===== config.mk =====
export PLATFORM = sky130hd
export DESIGN_NAME = mvu_job_sequencer
export DESIGN_NICKNAME = d
export VERILOG_FILES = /design/src/rtl/mvu_job_sequencer.sv
export SDC_FILE = /design/constraint.sdc
export NUM_CORES = 1
export LEC_CHECK = 0
export BUFFER_PORTS_ARGS = -buffer_cell sky130_fd_sc_hd__buf_4
export CORE_MARGIN = 2
export CORE_UTILIZATION = 50
export CTS_CLUSTER_DIAMETER = 100
export DETAILED_ROUTE_END_ITERATION = 16
export PLACE_DENSITY = 0.87
export SYNTH_ARGS = -nofsm -noshare
export SYNTH_HDL_FRONTEND = slang
export SYNTH_SLANG_ARGS = --single-unit

===== constraint.sdc =====
create_clock -name clk -period 18.5 [get_ports clk]
set_input_delay 3.7 -clock clk [delete_from_list [all_inputs] [get_ports clk]]
set_output_delay 3.7 -clock clk [all_outputs]
set_load 0.03 [all_outputs]

===== src/rtl/mvu_job_sequencer.sv =====
`default_nettype none
// ============================================================================
// Module      : mvu_job_sequencer
// Description : Per-hart MVU job walker. It snapshots the MVU CSRs on start,
//               issues weight/input read beats over a two-level loop and one
//               output write beat per outer iteration, then pulses an irq.
// Revision    : 1.0 - initial release
// ============================================================================
module mvu_job_sequencer #(
    parameter int ADDR_W = 16,
    parameter int CNT_W  = 16
) (
    input  logic              clk,
    input  logic              rst,
    input  logic              mvu_start,
    input  logic [31:0]       csr_mvu_wbaseaddr,
    input  logic [31:0]       csr_mvu_ibaseaddr,
    input  logic [31:0]       csr_mvu_obaseaddr,
    input  logic [31:0]       csr_mvu_wstride_0,
    input  logic [31:0]       csr_mvu_wstride_1,
    input  logic [31:0]       csr_mvu_istride_0,
    input  logic [31:0]       csr_mvu_istride_1,
    input  logic [31:0]       csr_mvu_ostride_0,
    input  logic [31:0]       csr_mvu_wlength_0,
    input  logic [31:0]       csr_mvu_wlength_1,
    output logic              rd_valid,
    input  logic              rd_ready,
    output logic [ADDR_W-1:0] rd_waddr,
    output logic [ADDR_W-1:0] rd_iaddr,
    output logic              rd_last,
    output logic              wr_valid,
    input  logic              wr_ready,
    output logic [ADDR_W-1:0] wr_oaddr,
    output logic              mvu_irq_o,
    output logic              busy
);

    localparam logic [1:0] S_IDLE  = 2'd0;
    localparam logic [1:0] S_READ  = 2'd1;
    localparam logic [1:0] S_WRITE = 2'd2;
    localparam logic [1:0] S_DONE  = 2'd3;

    localparam logic [CNT_W-1:0] c_cnt_one = {{(CNT_W-1){1'b0}}, 1'b1};

    logic [1:0]        r_state;
    logic [1:0]        w_state_nxt;

    logic [ADDR_W-1:0] r_waddr, r_iaddr, r_oaddr, r_wrow, r_irow;
    logic [ADDR_W-1:0] r_ws0, r_ws1, r_is0, r_is1, r_os0;
    logic [CNT_W-1:0]  r_len0, r_len1, r_inner, r_outer;

    logic              w_len_zero;
    logic              w_inner_last;
    logic              w_outer_last;
    logic              w_rd_fire;
    logic              w_wr_fire;
    logic [ADDR_W-1:0] w_wrow_nxt;
    logic [ADDR_W-1:0] w_irow_nxt;

    assign w_len_zero   = (csr_mvu_wlength_0[CNT_W-1:0] == '0) ||
                          (csr_mvu_wlength_1[CNT_W-1:0] == '0);
    assign w_inner_last = (r_inner == r_len0 - c_cnt_one);
    assign w_outer_last = (r_outer == r_len1 - c_cnt_one);
    assign w_rd_fire    = (r_state == S_READ)  && rd_ready;
    assign w_wr_fire    = (r_state == S_WRITE) && wr_ready;
    assign w_wrow_nxt   = r_wrow + r_ws1;
    assign w_irow_nxt   = r_irow + r_is1;

    // Upper CSR bits beyond the address/counter width are intentionally dropped.
    logic w_unused;
    assign w_unused = &{1'b0,
                        csr_mvu_wbaseaddr[31:ADDR_W], csr_mvu_ibaseaddr[31:ADDR_W],
                        csr_mvu_obaseaddr[31:ADDR_W], csr_mvu_wstride_0[31:ADDR_W],
                        csr_mvu_wstride_1[31:ADDR_W], csr_mvu_istride_0[31:ADDR_W],
                        csr_mvu_istride_1[31:ADDR_W], csr_mvu_ostride_0[31:ADDR_W],
                        csr_mvu_wlength_0[31:CNT_W],  csr_mvu_wlength_1[31:CNT_W]};

    always_ff @(posedge clk or posedge rst) begin
        if (rst) begin
            r_state <= S_IDLE;
        end else begin
            r_state <= w_state_nxt;
        end
    end

    always_comb begin
        w_state_nxt = r_state;
        case (r_state)
            S_IDLE: begin
                if (mvu_start) begin
                    w_state_nxt = w_len_zero ? S_DONE : S_READ;
                end
            end
            S_READ: begin
                if (w_rd_fire && w_inner_last) begin
                    w_state_nxt = S_WRITE;
                end
            end
            S_WRITE: begin
                if (w_wr_fire) begin
                    w_state_nxt = w_outer_last ? S_DONE : S_READ;
                end
            end
            default: begin
                w_state_nxt = S_IDLE;
            end
        endcase
    end

    always_ff @(posedge clk or posedge rst) begin
        if (rst) begin
            r_waddr <= '0;
            r_iaddr <= '0;
            r_oaddr <= '0;
            r_wrow  <= '0;
            r_irow  <= '0;
            r_ws0   <= '0;
            r_ws1   <= '0;
            r_is0   <= '0;
            r_is1   <= '0;
            r_os0   <= '0;
            r_len0  <= '0;
            r_len1  <= '0;
            r_inner <= '0;
            r_outer <= '0;
        end else begin
            case (r_state)
                S_IDLE: begin
                    if (mvu_start) begin
                        r_waddr <= csr_mvu_wbaseaddr[ADDR_W-1:0];
                        r_wrow  <= csr_mvu_wbaseaddr[ADDR_W-1:0];
                        r_iaddr <= csr_mvu_ibaseaddr[ADDR_W-1:0];
                        r_irow  <= csr_mvu_ibaseaddr[ADDR_W-1:0];
                        r_oaddr <= csr_mvu_obaseaddr[ADDR_W-1:0];
                        r_ws0   <= csr_mvu_wstride_0[ADDR_W-1:0];
                        r_ws1   <= csr_mvu_wstride_1[ADDR_W-1:0];
                        r_is0   <= csr_mvu_istride_0[ADDR_W-1:0];
                        r_is1   <= csr_mvu_istride_1[ADDR_W-1:0];
                        r_os0   <= csr_mvu_ostride_0[ADDR_W-1:0];
                        r_len0  <= csr_mvu_wlength_0[CNT_W-1:0];
                        r_len1  <= csr_mvu_wlength_1[CNT_W-1:0];
                        r_inner <= '0;
                        r_outer <= '0;
                    end
                end
                S_READ: begin
                    if (w_rd_fire && !w_inner_last) begin
                        r_inner <= r_inner + c_cnt_one;
                        r_waddr <= r_waddr + r_ws0;
                        r_iaddr <= r_iaddr + r_is0;
                    end
                end
                S_WRITE: begin
                    // Next outer row restarts the inner walk from the advanced row bases.
                    if (w_wr_fire && !w_outer_last) begin
                        r_outer <= r_outer + c_cnt_one;
                        r_inner <= '0;
                        r_oaddr <= r_oaddr + r_os0;
                        r_wrow  <= w_wrow_nxt;
                        r_irow  <= w_irow_nxt;
                        r_waddr <= w_wrow_nxt;
                        r_iaddr <= w_irow_nxt;
                    end
                end
                default: begin
                end
            endcase
        end
    end

    assign rd_valid  = (r_state == S_READ);
    assign rd_waddr  = r_waddr;
    assign rd_iaddr  = r_iaddr;
    assign rd_last   = (r_state == S_READ) && w_inner_last;
    assign wr_valid  = (r_state == S_WRITE);
    assign wr_oaddr  = r_oaddr;
    assign mvu_irq_o = (r_state == S_DONE);
    assign busy      = (r_state != S_IDLE);

endmodule
`default_nettype wire

# Word level (Yosys, flattened, before mapping)
# Cells that the tools add are included.
word_totals:
  wordCells: 78
  regBits: 226
  input_bits: 325
  output_inout_bits: 53
op_classes:
  eq_ne: 10
  mux: 25
  addsub: 9
  n_reduce_logical: 19
ops:
  columns: ["operator", "count"]
  rows:
  - ["$mux W16", 12]
  - ["$pmux W16 S3", 3]
  - ["$pmux W16 S2", 4]
  - ["$add A16 B16 Y16", 5]
  - ["$add A16 B1 Y16 const B", 2]
  - ["$eq A16 B16 Y1", 2]
  - ["$logic_not A16 Y1", 2]
  - ["$sub A16 B1 Y16 const B", 2]
  - ["$mux W2", 5]
  - ["$ne A2 B1 Y1 const B", 4]
  - ["$logic_and A1 B1 Y1", 6]
  - ["$pmux W2 S3", 1]
  - ["$reduce_and A3 Y1", 2]
  - ["$eq A2 B2 Y1 const B", 2]
  - ["$reduce_and A4 Y1", 1]
  - ["$reduce_bool A2 Y1", 2]
  - ["$reduce_bool A3 Y1", 1]
  - ["$eq A2 B1 Y1 const B", 1]
  - ["$logic_not A1 Y1", 2]
  - ["$logic_not A2 Y1", 1]
  - ["$ne A2 B2 Y1 const B", 1]
  - ["$reduce_and A2 Y1", 1]
  - ["$logic_or A1 B1 Y1", 1]

# Longest topological paths before layout
# Gate-level depths: netlist of run 1.
logic_depth:
  depth_word: 6
  ltp_mapped: 14
  mapped_depth_nobuf: 12

# Worst setup path after synthesis of run 1
# Ideal clock, no wire load.
synth_timing:
  path_type: "flip-flop to output port"
  startpoint: "reg r_len0[5]"
  endpoint: "out rd_last"
  slack_ns: 12.422
  path_buffers: 2
  t_required_ns: 14.800
  path_stages_with_launch: 10
  arrival_time_ns: 2.378
  path_cell_list: "dfrtp_1 > buf_2 > or4_1 > buf_2 > nor3_2 > mux2_2 > mux2i_1 > o21ai_1 > a21boi_0 > and4_1"
synth_between:
  elab_chain_cells: 3
synth_lines:
  columns: ["element", "line_no", "rtl"]
  rows:
  - ["start, declared", "50", "logic [CNT_W-1:0] r_len0, r_len1, r_inner, r_outer;"]
  - ["start signal, assigned", "140", "r_len0 <= csr_mvu_wlength_0[CNT_W-1:0];"]
  - ["$sub A16 B1 Y16", "62", "assign w_inner_last = (r_inner == r_len0 - c_cnt_one);"]
  - ["$eq A16 B16 Y1", "62", null]
  - ["$logic_and A1 B1 Y1", "174", "assign rd_last = (r_state == S_READ) && w_inner_last;"]
  - ["end, declared", "30", "output logic rd_last,"]
# No other way between the ends.

# Final worst setup path of run 1
layout_timing:
  startpoint: "reg r_len0[0]"
  endpoint: "out rd_last"
# Same word-level chain as after synthesis.

==> summary.md, run 1 <==
| Metric | Value |
|---|---|
| Synth async-reset ratio | 1.00 |
| Share of layout cells above drive strength 1 | 0.244 |
| Post-place setup slack | 12050 ps |
| Avg Cell Area, Syn | a little under 10 um2 |
| Post-Route Utilization | 0.610 |
| Vias | between 10000 and 15000 |
| Worst Path Arrival | approximately 3300 ps |
| CTS tree | built |
| Post-synthesis net count | 1874 |
| Pwr/cell area | roughly 210 nW/um2 |
| Design Power | 3.63 mW |
| RSZ-0062 raised after global routing | false |
| Max Cap Viol | 0 |
| First-pass GRT wire length | 60500 um |
| Hold buffer count at CTS | 0 |
| Largest net degree at the start of global routing | 90 |
| Pre-antenna DRT Iters | 6 |
| Hold WC Path Type | flop to flop |
| Initial Util | 0.509 |
| Clock Tree Buf Depth | 3 |
| Setup Skew | approximately 12 ps |
| H-Tree Depth | 1 |
| Worst Setup End Kind | primary output |
| IO Port Bufs | 217 |
| I/O pins | 378 |
| Achievable Freq | roughly 140 MHz |
| Mux contribution to synthesized area | 0.108 |
| Remaining antenna violation count after routing | 0 |
| Post-Synth XOR/XNOR Area | 0.0641 |
| Clock slew at reported path FFs | ~60 ps |
| Post-Synth Simple-Gate Area | 0.155 |
| Core area | ~28000 um2 |
| Synthesis-stage register bit count | around 230 |
| Adder-cell share of the synthesized area | 0.0803 |
| Placed cell count | around 2000 |
| Clock Latency Late Sink | 540 ps |
| RR Startpoint | r_len1[2] |
| Hold Path Stages | 2 |
| Placement Rows | 61 |
| Initial detailed-routing violation count | between 900 and 1000 |
| Largest family of logic cells by synthesized area | compound AO/OA/AOI/OAI gates |
| Crit Path Max Fanout | 6 |
| Number of synthesized flops with an enable pin | 0 |
| Top FF cell, synth | dfrtp_1 |
| GRT Residual Overflow | 0 |
| WS Path Type | flop to primary output |
| Seq/Total Area, Yosys | 0.399 |
| Final hold violation count | 0 |
| Final setup margin | around 11000 ps |
| Syn Inst Count | 1461 |
| Startpoint types | flop |
| Warnings, synthesis | 0 |
| Die area | a little under 30000 um2 |
| Die H | 172 um |
| R2r endpoint | r_outer[14] |
| Count of different cell masters after synthesis | 75 |
| HPWL Detailed | 26700 um |
| Final Wtd Congestion | between 0.8 and 0.9 |
| Least-Margin Pin Slew | ~960 ps |
| CTS root buffer | clkbuf_16 |
| Worst R2R Path Depth | 10 |
| Final net count | 2061 |
| Hold Path End | r_irow[3] |
| Initial antenna violation count | 1 |
| DRC | 0 |
| Pleak | ~7.6 nW |
| Num Clock Sinks | around 230 |
| Endpoints failing setup | 0 |
| Post-CTS Setup Bufs | 0 |
| Wire per inst | around 19 um |
| Rel. slew slack | 0.355 |
| Period minus WS final | about 7000 ps |
| Drt total wl | ~38000 um |
| Die X | between 150 and 200 um |
| Hold Path Origin | r_irow[3] |
| Cell Area, Synth | between 10000 and 15000 um2 |
| Status | complete, no violations |
| Vias in the first global route | ~12000 |
| TNS Setup | 0 ps |
| Worst EP required | approximately 15000 ps |
| GRT Resource Usage Total | 0.253 |
| Finished Layout Cells | roughly 2000 |
| VDD IR max | 0.000125 V |
| Final Cycle Share | 0.379 |
| Max-slew violation total from the final report | 0 |
| Post-CTS sizing | 0 |
| Inserted Clock Buffers | 27 |
| Flop2flop setup slack | between 10000 and 15000 ps |
| DR vias/cell | 5.97 |
| Synth Area in Compound Gates | 0.167 |
| Area Overhead vs Synth | 19.9% |
==> placed cells by master, fill, tap and decap left out, types with 7 or more instances in the layout <==
cell | synthesis | routed
buf_4 | 1 | 226
dfrtp_1 | 226 | 226
nand2_1 | 154 | 152
mux2_2 | 115 | 115
nor2_1 | 108 | 108
o21ai_0 | 97 | 97
ha_1 | 83 | 82
a21oi_1 | 77 | 77
xnor2_1 | 70 | 70
xor2_1 | 31 | 31
nor3_1 | 30 | 30
clkbuf_16 | 0 | 27
a21o_1 | 25 | 25
nand3_1 | 25 | 25
inv_1 | 25 | 24
o211ai_1 | 24 | 24
mux2i_1 | 24 | 24
a31oi_1 | 24 | 24
nand4_1 | 20 | 20
o31ai_1 | 20 | 20
nor4_1 | 18 | 18
or3_1 | 16 | 16
a211oi_1 | 14 | 14
or4_1 | 14 | 14
and3_1 | 14 | 14
nor2b_1 | 12 | 12
nand2b_1 | 12 | 12
a221oi_1 | 12 | 12
a311oi_1 | 8 | 8
clkbuf_1 | 43 | 7
==> power by group <==
| group | total (mW) | internal (mW) | switching, mW | leakage [nW] |
|---|---|---|---|---|
| Clock | 0.543 | 0.330 | 0.213 | 0.444 |
| Combinational | 2.15 | 0.931 | 1.22 | 4.39 |
| Sequential | 0.932 | 0.722 | 0.209 | 2.75 |
==> worst max-delay path, cell delays in order, from the launching register on <==
cell and delay [ps]:
dfrtp_1 440, inv_1 80, ha_1 230, or4b_1 550
nor3_2 260, mux2_2 370, mux2i_1 150, o21ai_1 140
a21boi_0 160, and4_1 220, buf_4 170
==> per-layer routing <==
| layer | GRT usage | vias to the layer above | wire, um |
|---|---|---|---|
| li1 | - | 5747 | - |
| met1 | 0.319 | 5945 | 16000 |
| met2 | 0.430 | 436 | 18300 |
| met3 | 0.0526 | 91 | 2630 |
| met4 | 0.0891 | 0 | 1070 |
| met5 | 0 | - | 0 |
==> cell families after synthesis <==
group	Yosys count
AO/OA/AOI/OAI	360
XOR/XNOR	102
adder cells (fa/ha/maj)	88
buffers and inverters	95
flip-flops	226
multiplexers	139
AND/OR/NAND/NOR	451
==> per-stage QoR <==
| step | hold slack, ps | instance area [um2] |
|---|---|---|
| after floorplan | 456 | 14200 |
| after global placement | 469 | 16100 |
| after detailed placement | 477 | 16100 |
| after CTS | 490 | 17000 |
| after global routing | 528 | 17000 |
| final | 490 | 17000 |
==> Yosys cell counts (all sizes together), types with 26 or more instances <==
cell    number  area (um2)
xnor2       70         613
nand3       26         135
nor2       108         405
mux2       115        1290
dfrtp      226        5660
clkbuf      43         161
ha          83        1040
xor2        31         272
a21oi       77         385
nand2      154         578
nor3        33         180
o21ai       98         490
==> final cells by class <==
type | count | area, um2
fill | 2238 | 10900
clock inverter | 10 | 131
timing repair buffer | 226 | 1700
sequential | 226 | 5660
tap | 378 | 473
clock buffer | 39 | 771
inverter | 27 | 109
antenna | 2 | 5.00
multi-input combinational | 1140 | 8150
==> how the worst max path moves through the flow <==
stage | cells after the start | to | from
2_1_floorplan | 1 | r_inner[0] | rst
3_3_place_gp | 10 | rd_last | r_len0[0]
3_5_place_dp | 10 | rd_last | r_len0[0]
4_1_cts | 10 | rd_last | r_len0[0]
5_1_grt | 10 | rd_last | r_len0[0]
6_report | 10 | rd_last | r_len0[0]
(Power assumes the default switching activity.)
==> run 2, diff against run 1 <==
- CORE_UTILIZATION: 50 -> 49
- PLACE_DENSITY: 0.87 -> 0.89
- clock period: 18.5 -> 5.9 ns (I/O delays scaled with it)
==> run 2 against run 1 <==
  * Global-route usage is 0.26 points lower
  * Clock skew up 12 ps
  * Via count is 0.39% higher
  * Largest cell class unchanged
  * Largest power group unchanged
  * Highest routed layer unchanged
==> summary.md, run 2 (synthesis gave the netlist of run 1 again) <==
| Metric | Value |
|---|---|
| RR Startpoint | r_len1[2] |
| Final Wtd Congestion | 0.888 (about the same) |
| Post-Route Utilization | 0.599 (-0.0114) |
| H-Tree Depth | 1 (unchanged) |
| Worst Path Arrival | 3340 ps (+30 ps) |
| Pre-antenna DRT Iters | 5 (-1) |
| Die area | 30300 um2 (+2.0%) |
| Max-slew violation total from the final report | 0 (unchanged) |
| HPWL Detailed | 27400 um (+2.7%) |
| I/O pins | 378 (unchanged) |
| Setup crit end | rd_last |
| Initial antenna violation count | 2 (+1) |
| Worst EP required | 4720 ps (-10080 ps) |
| Core area | 28600 um2 (+2.8%) |
| Combinational share of power | 0.584 (-0.010) |
| Cell area after layout | 17100 um2 (+0.84%) |
| Worst R2R Path Depth | 10 (unchanged) |
| Post-place setup slack | 1710 ps (-10340 ps) |
| Flop2flop setup slack | 1610 ps (-12600 ps) |
| Startpoint types | flop |
| CTS root buffer | clkbuf_16 |
| Placement Rows | 62 (+1.6%) |
| Setup crit start | r_len0[0] |
| GRT Residual Overflow | 0 (unchanged) |
| Most common cell after layout, fill and taps aside | buf_4 |
| Most frequent cells in the layout | buf_4 (227), dfrtp_1 (226), nand2_1 (152) |
| Switching share of power | 0.449 (-0.00442) |
| Internal power | 6.38 mW (+220%) |
| Remaining antenna violation count after routing | 0 (unchanged) |
| Post-CTS sizing | 0 (unchanged) |
| Largest net degree at the start of global routing | 112 (+24%) |
| Crit Path Max Fanout | 6 (unchanged) |
| Placed cell count | 2005 (+0.40%) |
| DR vias/cell | 5.97 (about the same) |
| Clock power frac | 0.162 (+0.012) |
| IO Port Bufs | 217 (unchanged) |
| Inserted Clock Buffers | 27 (unchanged) |
| Hold WC Path Type | flop to flop |
| Seq pwr share | 0.254 (-0.003) |
| Num Clock Sinks | 226 (unchanged) |
| Wire per inst | 18.7 um (+0.99%) |
| RSZ-0062 raised after global routing | false |
| Share of layout cells above drive strength 1 | 0.247 (+0.00330) |
| Post-DP Area | 16100 um2 (+0.19%) |
| Design Power | 11.6 mW (+220%) |
| Final Cycle Share | 0.767 |
| Net Switching | 5.21 mW (+220%) |
| Max Cap Viol | 0 (unchanged) |
| R2r endpoint | rd_iaddr[11] |
| Achievable Freq | ~220 MHz |
| Endpoints failing setup | 0 (unchanged) |
| Clock slew at reported path FFs | 60 ps (about the same) |
| Rel. slew slack | 0.354 (-0.000669) |
| Pleak | 7.64 nW (+0.81%) |
| VDD IR max | 0.000382 V (+210%) |
| Worst Setup End Kind | primary output |
| Die X | 174 um (+0.99%) |
| Status | complete, no violations |
| Least-Margin Pin Slew | 966 ps (+1.00 ps) |
| Clock Latency Late Sink | 550 ps (about the same) |
| Vias | 12300 (+0.39%) |
| Drt total wl | 38500 um (+1.4%) |
| Area Overhead vs Synth | 20.9% |
| Period minus WS final | roughly 4500 ps |
| DRC | 0 (unchanged) |
| GRT Resource Usage Total | 0.250 (-0.00265) |
| Clock Tree Buf Depth | 3 (unchanged) |
| Die H | 174 um (+0.99%) |
| WS Path Type | flop to primary output |
| Initial Util | 0.495 (-0.0136) |
| Hold buffer count at CTS | 0 (unchanged) |
| Initial detailed-routing violation count | 808 (-13%) |
| Final setup margin | 1380 ps (-10120 ps) |
| Vias in the first global route | 12500 (+1.7%) |
| Pwr/cell area | 676 nW/um2 (+220%) |
| Final net count | 2063 (+0.097%) |
| Post-CTS Setup Bufs | 0 (unchanged) |
| TNS Setup | 0 ps (unchanged) |
| Final hold violation count | 0 (unchanged) |
| CTS tree | built |
| Finished Layout Cells | 2056 (+0.39%) |
| First-pass GRT wire length | 62600 um (+3.5%) |
| Hold slack | 491 ps (+1.26 ps) |
| Setup Skew | 24.8 ps (+12.4 ps) |
## run 2: cell count changes in the layout (fill, tap and decap cells not counted), moves of 2 or more
cell,before,now
bufinv_16,3,6
clkbuf_1,7,2
clkbuf_8,5,8
clkinv_2,5,3
## run 2: worst min path at each step
stage | from | end | cells past startpoint
floorplan | r_irow[0] | r_irow[0] | 2
global placement | r_irow[4] | r_irow[4] | 2
detailed placement | r_irow[4] | r_irow[4] | 2
CTS | r_irow[4] | r_irow[4] | 2
global route | r_irow[3] | r_irow[3] | 2
finish | r_wrow[0] | r_wrow[0] | 2
## run 2: metal layers
layer / global-route usage / part of all wire
met1: 0.318 / 0.41
met2: 0.433 / 0.49
met3: 0.0427 / 0.065
met4: 0.0847 / 0.032
met5: 0 / 0
## run 2: area by class of cell
type,count,area [um2]
diodes,2,5.00
clock buffers,37,793
clock inverters,12,220
fillers,2307,11500
inverters,27,105
multi-input cells,1140,8150
flip-flops and latches,226,5660
well taps,384,480
repair buffers,228,1720
## run 2: critical path, stage by stage (launching register included)
cell      delay [ps]
dfrtp_1          440
inv_1             80
ha_1             240
or4b_1           550
nor3_2           260
mux2_2           370
mux2i_1          150
o21ai_1          160
a21boi_0         170
and4_1           220
buf_4            170
## run 2: power by group through the flow
stage / logic [mW] / clock network, mW / registers, mW
3_3_place_gp: 6.37 / 0 / 2.89
5_1_grt: 7.43 / 1.97 / 3.02
6_report: 6.77 / 1.88 / 2.94
2_1_floorplan: 4.93 / 0 / 3.01
4_1_cts: 6.73 / 1.91 / 2.92
3_5_place_dp: 6.65 / 0 / 2.93
